[src/rtl/pipe_ctrl_defs.sv]
// Shared encodings for the pipeline sequencing controller: PC source select,
// memory-wait FSM states and the default performance counter width.
package pipe_ctrl_defs;

    localparam int CNT_W_DEF = 32;

    localparam logic [1:0] PCSRC_SEQ  = 2'd0;
    localparam logic [1:0] PCSRC_ID   = 2'd1;
    localparam logic [1:0] PCSRC_PEND = 2'd2;

    typedef enum logic {
        M_IDLE = 1'b0,
        M_WAIT = 1'b1
    } mem_state_e;

endpackage

[src/rtl/sat_counter.sv]
// Up-counter that sticks at all-ones; clear takes precedence over increment.
module sat_counter #(
    parameter int W = 8
) (
    input  logic         clk,
    input  logic         rst_n,
    input  logic         inc,
    input  logic         clr,
    output logic [W-1:0] q
);

    logic [W-1:0] count_reg;

    always_ff @(posedge clk or negedge rst_n) begin
        if (!rst_n) begin
            count_reg <= '0;
        end else if (clr) begin
            count_reg <= '0;
        end else if (inc && (count_reg != {W{1'b1}})) begin
            count_reg <= count_reg + 1'b1;
        end
    end

    assign q = count_reg;

endmodule

[src/rtl/hazard_ctrl.sv]
// Fixed-priority stall/flush/hold resolution for the 5-stage pipeline, with a
// buffered redirect for fetch misses, a data-memory wait watchdog and counters.
module hazard_ctrl
    import pipe_ctrl_defs::*;
#(
    parameter int MEM_TIMEOUT = 255,
    parameter int CNT_W       = CNT_W_DEF
) (
    input  logic             clk,
    input  logic             rst_n,
    input  logic             MemRead_ex,
    input  logic [4:0]       rdAddr_ex,
    input  logic [4:0]       rs1Addr_id,
    input  logic [4:0]       rs2Addr_id,
    input  logic             rs1Used_id,
    input  logic             rs2Used_id,
    input  logic             Branch_id,
    input  logic             Jump_id,
    input  logic [31:0]      JumpAddr_id,
    input  logic             imem_ready,
    input  logic             dmem_req,
    input  logic             dmem_ready,
    output logic             PCWrite,
    output logic             IFIDWrite,
    output logic             IDEXWrite,
    output logic             EXMEMWrite,
    output logic             IFIDFlush,
    output logic             IDEXFlush,
    output logic             MEMWBFlush,
    output logic [1:0]       PCSrc,
    output logic [31:0]      redir_pc,
    output logic             Stall,
    output logic             mem_timeout_err,
    output logic [CNT_W-1:0] stall_cnt,
    output logic [CNT_W-1:0] flush_cnt
);

    localparam int              WAIT_W    = $clog2(MEM_TIMEOUT + 1);
    localparam logic [WAIT_W-1:0] WAIT_MAX  = WAIT_W'(MEM_TIMEOUT);
    localparam logic [WAIT_W-1:0] WAIT_LAST = WAIT_W'(MEM_TIMEOUT - 1);

    logic        load_use, mem_hold, redirect;
    logic        pend_reg, pend_next;
    logic [31:0] redir_reg, redir_next;
    logic        flush_inc;
    logic        err_reg;
    mem_state_e  state_reg, state_next;
    logic [WAIT_W-1:0] wait_q;
    logic        wait_inc, wait_clr;

    assign load_use = MemRead_ex && (rdAddr_ex != 5'd0) &&
                      ((rs1Used_id && (rdAddr_ex == rs1Addr_id)) ||
                       (rs2Used_id && (rdAddr_ex == rs2Addr_id)));
    assign mem_hold = dmem_req && !dmem_ready;
    assign redirect = Branch_id || Jump_id;

    always_comb begin
        PCWrite    = 1'b1;
        IFIDWrite  = 1'b1;
        IDEXWrite  = 1'b1;
        EXMEMWrite = 1'b1;
        IFIDFlush  = 1'b0;
        IDEXFlush  = 1'b0;
        MEMWBFlush = 1'b0;
        PCSrc      = PCSRC_SEQ;
        Stall      = 1'b0;
        pend_next  = pend_reg;
        redir_next = redir_reg;
        flush_inc  = 1'b0;
        if (mem_hold) begin
            PCWrite    = 1'b0;
            IFIDWrite  = 1'b0;
            IDEXWrite  = 1'b0;
            EXMEMWrite = 1'b0;
            MEMWBFlush = 1'b1;
        end else if (load_use) begin
            // Redirect is dropped here; the branch stays in ID and re-resolves.
            Stall     = 1'b1;
            PCWrite   = 1'b0;
            IFIDWrite = 1'b0;
            IDEXFlush = 1'b1;
        end else if (pend_reg) begin
            IFIDFlush = 1'b1;
            if (imem_ready) begin
                PCSrc     = PCSRC_PEND;
                pend_next = 1'b0;
            end else begin
                PCWrite = 1'b0;
            end
        end else if (redirect) begin
            IFIDFlush = 1'b1;
            flush_inc = 1'b1;
            if (imem_ready) begin
                PCSrc = PCSRC_ID;
            end else begin
                PCWrite    = 1'b0;
                redir_next = JumpAddr_id;
                pend_next  = 1'b1;
            end
        end else if (!imem_ready) begin
            PCWrite   = 1'b0;
            IFIDFlush = 1'b1;
        end
        if (!rst_n) begin
            PCWrite    = 1'b0;
            IFIDWrite  = 1'b0;
            IDEXWrite  = 1'b0;
            EXMEMWrite = 1'b0;
            IFIDFlush  = 1'b1;
            IDEXFlush  = 1'b1;
            MEMWBFlush = 1'b1;
            PCSrc      = PCSRC_SEQ;
            Stall      = 1'b0;
        end
    end

    always_comb begin
        state_next = state_reg;
        case (state_reg)
            M_IDLE:  if (mem_hold) state_next = M_WAIT;
            M_WAIT:  if (dmem_ready) state_next = M_IDLE;
            default: state_next = M_IDLE;
        endcase
    end

    assign wait_clr = (state_reg == M_IDLE) && mem_hold;
    assign wait_inc = (state_reg == M_WAIT) && (wait_q != WAIT_MAX);

    always_ff @(posedge clk or negedge rst_n) begin
        if (!rst_n) begin
            pend_reg  <= 1'b0;
            redir_reg <= '0;
            state_reg <= M_IDLE;
            err_reg   <= 1'b0;
        end else begin
            pend_reg  <= pend_next;
            redir_reg <= redir_next;
            state_reg <= state_next;
            // Flag lands on the same edge the wait count reaches MEM_TIMEOUT.
            if ((state_reg == M_WAIT) && (wait_q >= WAIT_LAST)) begin
                err_reg <= 1'b1;
            end
        end
    end

    sat_counter #(.W(WAIT_W)) u_wait_cnt (
        .clk   (clk),
        .rst_n (rst_n),
        .inc   (wait_inc),
        .clr   (wait_clr),
        .q     (wait_q)
    );

    sat_counter #(.W(CNT_W)) u_stall_cnt (
        .clk   (clk),
        .rst_n (rst_n),
        .inc   (!PCWrite),
        .clr   (1'b0),
        .q     (stall_cnt)
    );

    sat_counter #(.W(CNT_W)) u_flush_cnt (
        .clk   (clk),
        .rst_n (rst_n),
        .inc   (flush_inc),
        .clr   (1'b0),
        .q     (flush_cnt)
    );

    assign redir_pc        = redir_reg;
    assign mem_timeout_err = err_reg;

endmodule

[config.mk]
export PLATFORM = sky130hd
export DESIGN_NAME = hazard_ctrl
export DESIGN_NICKNAME = d
export VERILOG_FILES = /design/src/rtl/pipe_ctrl_defs.sv /design/src/rtl/sat_counter.sv /design/src/rtl/hazard_ctrl.sv
export SDC_FILE = /design/constraint.sdc
export NUM_CORES = 1
export LEC_CHECK = 0
export ABC_AREA = 1
export CAP_MARGIN = 0
export CORE_MARGIN = 4
export CORE_UTILIZATION = 50
export DETAILED_ROUTE_END_ITERATION = 6
export PLACE_DENSITY = 0.82
export SLEW_MARGIN = 20
export SYNTH_ARGS = -nofsm -noshare
export SYNTH_HDL_FRONTEND = slang
export SYNTH_SLANG_ARGS = --single-unit
[constraint.sdc]
create_clock -name clk -period 2.2 [get_ports clk]
set_clock_uncertainty 0.2 [all_clocks]
set_input_delay 0.33 -clock clk [delete_from_list [all_inputs] [get_ports clk]]
set_output_delay 0.33 -clock clk [all_outputs]
set_load 0.005 [all_outputs]
==> results of run 1 <==
==> metal layers <==
layer	GRT usage (%)	vias to the layer above	share of wire (%)
li1	-	3208	-
met1	35.3	2996	45
met2	41.1	221	47
met3	3.32	20	6.3
met4	6.30	0	1.3
met5	0	-	0
==> synth_stat cells (all sizes together) <==
| master | instances |
|---|---|
| a211oi | 1 |
| a21oi | 6 |
| a31o | 1 |
| and3 | 1 |
| buf | 27 |
| clkbuf | 3 |
| clkinv | 1 |
| dfrtp | 107 |
| ha | 4 |
| inv | 81 |
| nand2 | 346 |
| nand3 | 117 |
| nand3b | 2 |
| nand4 | 13 |
| nor2 | 92 |
| nor3 | 26 |
| nor3b | 2 |
| nor4 | 4 |
| o21a | 1 |
| o21ai | 9 |
| xnor2 | 12 |
| xor2 | 36 |
==> final cells by class <==
| cell class | count | area, sq um |
|---|---|---|
| multi-input combinational | 673 | 3170 |
| fill | 1020 | 3370 |
| clock buffer | 10 | 229 |
| clock inverter | 6 | 88.8 |
| inverter | 82 | 308 |
| tap | 168 | 210 |
| timing repair buffer | 220 | 2100 |
| sequential | 107 | 2680 |
==> what timing repair did <==
item,4_1_cts,5_1_grt
gates resized for setup,40,16
hold buffers,1,0
pin swaps,8,11
endpoints found under the hold margin,107,0
setup endpoints to repair,10,57
buffers inserted,2,2
==> where the power goes <==
| group | leakage (nW) | total [mW] | switching [mW] | internal, mW |
|---|---|---|---|---|
| Combinational | 2.69 | 1.59 | 0.719 | 0.874 |
| Sequential | 1.42 | 2.42 | 0.186 | 2.24 |
| Clock | 0.149 | 1.74 | 0.739 | 1.00 |
| Total | 4.27 | 5.76 | 1.64 | 4.11 |
==> logic make-up after synthesis <==
family | Yosys count | synth area share, %
xor+xnor | 48 | 6.67
simple gates | 603 | 40.6
compound gates | 18 | 1.57
fa+ha+maj | 4 | 0.794
flops | 107 | 42.5
buf+inv | 112 | 7.90
==> through the flow <==
stage | cells | area, sq um | total power [mW] | hold WS [ns]
2_1_floorplan | 892 | 6300 | 3.10 | -0.166
3_3_place_gp | 1245 | 8400 | 4.03 | 0.253
3_5_place_dp | 1245 | 8400 | 4.06 | 0.257
4_1_cts | 1264 | 8720 | 5.80 | 0.274
5_1_grt | 1266 | 8790 | 6.10 | 0.300
6_report | 1266 | 8790 | 5.76 | 0.271
==> critical path, delay by kind of cell <==
kind | cells | cell delay [ns]
buffers and inverters | 6 | 0.74
AND/OR/NAND/NOR | 7 | 0.49
==> path summary, 6_finish.rpt <==
path,end,slack [ns],depth (start not counted)
min,redir_pc[17]$_DFFE_PN0P_,0.27,2
max reg2reg,u_stall_cnt.q[22]$_DFFE_PN0P_,0.14,11
max in group asynchronous,u_flush_cnt.q[17]$_DFFE_PN0P_,0.88,3
max,PCWrite,0.12,13
min in group asynchronous,state_reg$_DFF_PN0_,0.47,3
min reg2reg,redir_pc[17]$_DFFE_PN0P_,0.27,2
==> summary.md, run 1 <==
| Metric | Value |
|---|---|
| Critical path cell sequence | dlygate4sd2_1 -> inv_2 -> nand2_1 -> nand2_1 -> nor2_2 -> nand3_1 -> nand2_1 -> nand2_2 -> nand4_1 -> buf_4 -> buf_6 -> inv_1 -> buf_2 |
| HPWL after DPL | 13500 um |
| Final ANT Viol Nets | 0 |
| Initial drt markers | 473 |
| Final Critical Period | 2.08 ns |
| Crit path launch type | primary input |
| Worst reg2reg startpoint | u_stall_cnt.q[0]$_DFFE_PN0P_ |
| CTS tree | done |
| Most frequent CP cell | nand2_1 |
| Core Box Area | 0.0122 sq mm |
| Rows | 40 |
| Data required time of the worst path | 1.67 ns |
| Crit path kind | in2out |
| Slew Limit Fails | 0 |
| Routed WL | 17700 um |
| Syn_area_per_cell | slightly above 7 sq um |
| Area Growth Syn to Fin | 39.5% |
| DIE AREA | 0.0145 sq mm |
| Yosys top cell area share | ~43% |
| CTS Root Cell | clkbuf_16 |
| Clk pin slew, worst setup/hold paths | 0.07 ns |
| Worst slack, placed | -0.417 ns |
| Share of layout cells above drive strength 1 | 9.38% |
| Clock Sinks | 107 |
| Slew @ Worst Pin | 0.580 ns |
| YS warnings | 0 |
| Die X | 120 um |
| Die H | 120 um |
| ANT cells | 0 |
| Final core occ | 72.3% |
| RSZ-0062 raised after global routing | yes |
| Post-Syn Nets | 953 |
| Nets | around 1200 |
| Distinct cells, synth | 33 |
| Longest Clk Path Bufs | 2 |
| Status | complete, no violations |
| Pwr dens | 655 mW/mm^2 |
| Max IR drop VDD | 329 uV |
| DRC | 0 |
| Synth area leader | dfrtp_1 |
| Initial antenna violation count | 0 |
| Vias in the first global route | 5994 |
| Starting Density | 51.8% |
| Final WS setup | around 0.12 ns |
| Register bit total from synthesis | 107 |
| I/O pin cnt | between 150 and 200 |
| Top cells by area, synth | dfrtp_1 43%, nand2_1 20%, nand3_1 9.2%, nor2_1 5.2%, xor2_1 5.0% |
| Rel. slew slack | 61.4% |
| Post-synthesis sequential area ratio | 42.5% |
| Gr ovfl total | 0 |
| Worst hold start | redir_pc[17]$_DFFE_PN0P_ |
| Setup crit end kind | primary output |
| Synthesized area | ~0.0063 sq mm |
| Gate Count Post-Synth | 892 |
| Commonest non-fill, non-tap cell in the layout | nand2_1 |
| GRT Total Usage | around a quarter |
| Lkg Pwr | roughly 4.3 nW |
| IO buf count | ~160 |
| Critical path arrival | ~1.6 ns |
| Slowest cell on the critical path | dlygate4sd2_1 |
| HP Class | reg2reg |
| Max frequency | 0.480 GHz |
| Worst-path maximum fanout | 4 |
| Routed wire per std cell | 14.0 um |
| Largest net degree at the start of global routing | 108 |
| Worst Setup SP | rdAddr_ex[1] |
| First-pass GRT wire length | 29700 um |
| Crit-path max cell delay | 0.26 ns |
| Final hold vios | 0 |
| Via-to-Cell Ratio | 5.09 |
| GP Congestion | 0.974 |
| Tcrit/Tclk final | 94.7% |
| Total negative slack | 0 ns |
| H-tree Lvls | 3 |
| Cts bufs inserted | 9 |
| Final setup fails | 0 |
| DR pass1 iterations | 5 |
| Max_cap viols | 0 |
| Most frequent cells in the layout | 340 x nand2_1, 135 x clkdlybuf4s50_1, 115 x nand3_1 |
| Clk_lat worst skew | roughly 0.35 ns |
| Routed via count | between 6000 and 7000 |
No activity file was read; power rests on OpenSTA's default activity.
==> run 2: changes to the inputs <==
--- a/config.mk
+++ b/config.mk
@@ -11,7 +11,9 @@
 export CORE_UTILIZATION = 50
 export DETAILED_ROUTE_END_ITERATION = 6
 export PLACE_DENSITY = 0.82
+export SETUP_SLACK_MARGIN = 0.5
 export SLEW_MARGIN = 20
 export SYNTH_ARGS = -nofsm -noshare
 export SYNTH_HDL_FRONTEND = slang
 export SYNTH_SLANG_ARGS = --single-unit
+export TNS_END_PERCENT = 5
==> run 2 against run 1 <==
Against the previous run: the flow now finishes with violations (negative hold slack); final cell count up 1.7%; die area stayed put; flip-flop and latch count stayed put; utilization increased by 2.8 points; wire length rose by 7.1%; clock power shrank 9%; final area increased by 3.9%; maximum frequency increased by 0.64%; critical path type is now reg2reg; largest power group unchanged; sequential power up 3%; critical path depth is 4 lower.
==> summary.md, run 2 (synthesis gave the netlist of run 1 again) <==
| Metric | Value |
|---|---|
| Placed Cells | 1235 (-0.80%) |
| Routed wire per std cell | 14.8 um (+5.3%) |
| GRT Total Usage | 25.4% (+0.34 points) |
| DIE AREA | 0.0145 sq mm (unchanged) |
| Cts bufs inserted | 9 (unchanged) |
| ANT cells | 0 (unchanged) |
| Max_cap viols | 0 (unchanged) |
| Slew @ Worst Pin | 0.629 ns (+0.0497 ns) |
| Rel. slew slack | 58.0% (-3.3 points) |
| Worst-path maximum fanout | 20 (+16) |
| Largest net degree at the start of global routing | 55 (-49%) |
| Lkg Pwr | 4.37 nW (+2.6%) |
| RR Endpoint | u_flush_cnt.q[2]$_DFFE_PN0P_ |
| Final Non-Filler Cells | 1287 (+1.7%) |
| Worst Setup SP | u_flush_cnt.q[0]$_DFFE_PN0P_ |
| Final Power | 5.78 mW (+0.39%) |
| Nets | 1175 (+1.8%) |
| Initial drt markers | 634 (+34%) |
| Area Growth Syn to Fin | 44.9% |
| Worst reg2reg startpoint | u_flush_cnt.q[0]$_DFFE_PN0P_ |
| Routed WL | 19000 um (+7.1%) |
| Starting Density | 51.8% (unchanged) |
| GP Congestion | 0.916 (-6.0%) |
| First-pass GRT wire length | 29800 um (+0.35%) |
| Max frequency | 0.483 GHz (+0.64%) |
| Max IR drop VDD | 511 uV (+55%) |
| Via-to-Cell Ratio | 5.16 (+1.4%) |
| Commonest non-fill, non-tap cell in the layout | nand2_1 |
| Most frequent CP cell | nand2_4 |
| DRC | 0 (unchanged) |
| Crit path kind | reg2reg |
| Crit-path max cell delay | 0.38 ns (+0.12 ns) |
| Status | finished with violations |
| Violated checks | negative hold slack |
| Fill count | 951 (-6.8%) |
| Reg2Reg Depth | 9 (-2) |
| DR pass1 iterations | 5 (unchanged) |
| Rows | 40 (unchanged) |
| IO buf count | 163 (unchanged) |
| Tcrit/Tclk final | 94.1% (-0.61 points) |
| CTS tree | done |
| Longest Clk Path Bufs | 2 (unchanged) |
| Fin Hold WS | -0.0882 ns (-0.359 ns) |
| Crit path launch type | flip-flop |
| Final core occ | 75.1% (+2.8 points) |
| R2r setup slk | 0.13 ns (about the same) |
| HPWL after DPL | 13300 um (-1.8%) |
| Final Critical Period | 2.07 ns (-0.0133 ns) |
| Clk pin slew, worst setup/hold paths | 0.07 ns (about the same) |
| Critical path arrival | 2.12 ns (+0.57 ns) |
| Final setup fails | 0 (unchanged) |
| RSZ-0062 raised after global routing | yes |
| Critical path cell sequence | ha_2 -> inv_4 -> nor2_4 -> nand2_4 -> nor4_4 -> nand2_4 -> buf_6 -> nand3_1 -> nand2_1 |
| CTS Root Cell | clkbuf_16 |
| Share of layout cells above drive strength 1 | 16.1% (+6.7 points) |
| Vias in the first global route | 6189 (+3.3%) |
| Gr ovfl total | 0 (unchanged) |
| I/O pin cnt | 164 (unchanged) |
| HP Class | in2async |
| Data required time of the worst path | 2.25 ns (+0.58 ns) |
| Die X | 120 um (unchanged) |
| Clock Sinks | 107 (unchanged) |
| Slew Limit Fails | 0 (unchanged) |
| Initial antenna violation count | 0 (unchanged) |
| Die H | 120 um (unchanged) |
| Pwr dens | 633 mW/mm^2 (-3.4%) |
| Slowest cell on the critical path | dfrtp_1 |
| H-tree Lvls | 3 (unchanged) |
| Total negative slack | 0 ns (unchanged) |
| Final ANT Viol Nets | 0 (unchanged) |
| Clk_lat worst skew | 0.36 ns (about the same) |
| Core Box Area | 0.0122 sq mm (unchanged) |
| Final hold vios | 43 (+43) |
| Most frequent cells in the layout | 338 x nand2_1, 131 x clkdlybuf4s50_1, 105 x nand3_1 |
| Routed via count | 6646 (+3.1%) |
| Setup crit end kind | flip-flop |
run 2: area by class of cell:
type | count | area, sq um | area share [%]
multi-input combinational | 674 | 3370 | 36.9
tap | 168 | 210 | 2.30
timing repair buffer | 240 | 2260 | 24.8
clock buffer | 10 | 239 | 2.62
clock inverter | 6 | 47.5 | 0.521
sequential | 107 | 2690 | 29.4
inverter | 82 | 320 | 3.51
run 2: layer usage:
metal / global-route usage, % / wire (um) / up-vias
met5: 0 / 0 / -
met2: 41.1 / 9100 / 271
met1: 34.6 / 8070 / 3094
li1: - / - / 3248
met3: 4.77 / 1430 / 33
met4: 8.14 / 397 / 0
run 2: worst max path at each step:
stage	endpoint	slack, ns	cells after the start
final	u_flush_cnt.q[2]$_DFFE_PN0P_	0.13	9
after global routing	u_flush_cnt.q[2]$_DFFE_PN0P_	0.02	8
after CTS	PCSrc[0]	0.19	13
after detailed placement	PCWrite	-0.50	11
after global placement	PCWrite	-0.47	11
after floorplan	u_stall_cnt.q[0]$_DFFE_PN0P_	0.36	10
run 2: critical path: cells and delay by family, from the launching register on:
family                     cells  cell delay (ns)
and+or+nand+nor                6             0.87
adders and majority gates      1             0.23
DFF                            1             0.38
buffers and inverters          2             0.27
run 2: repair_timing:
item / CTS / global route
setup buffers: 9 / 22
gates resized for setup: 138 / 49
setup endpoints to repair: 210 / 209
pin swaps: 27 / 25
gates cloned: 0 / 2
hold buffers: 1 / 2
endpoints found under the hold margin: 4 / 2
run 2: stage by stage:
step           area (sq um)  worst slack [ns]
2_1_floorplan          6360             0.359
3_3_place_gp           8350            -0.471
3_5_place_dp           8350            -0.500
4_1_cts                8710             0.193
5_1_grt                9130            0.0189
6_report               9130             0.130
run 2: power breakdown:
part | switching [mW] | internal, mW
logic | 0.756 | 0.937
clock network | 0.776 | 0.812
registers | 0.255 | 2.24
total | 1.79 | 3.99
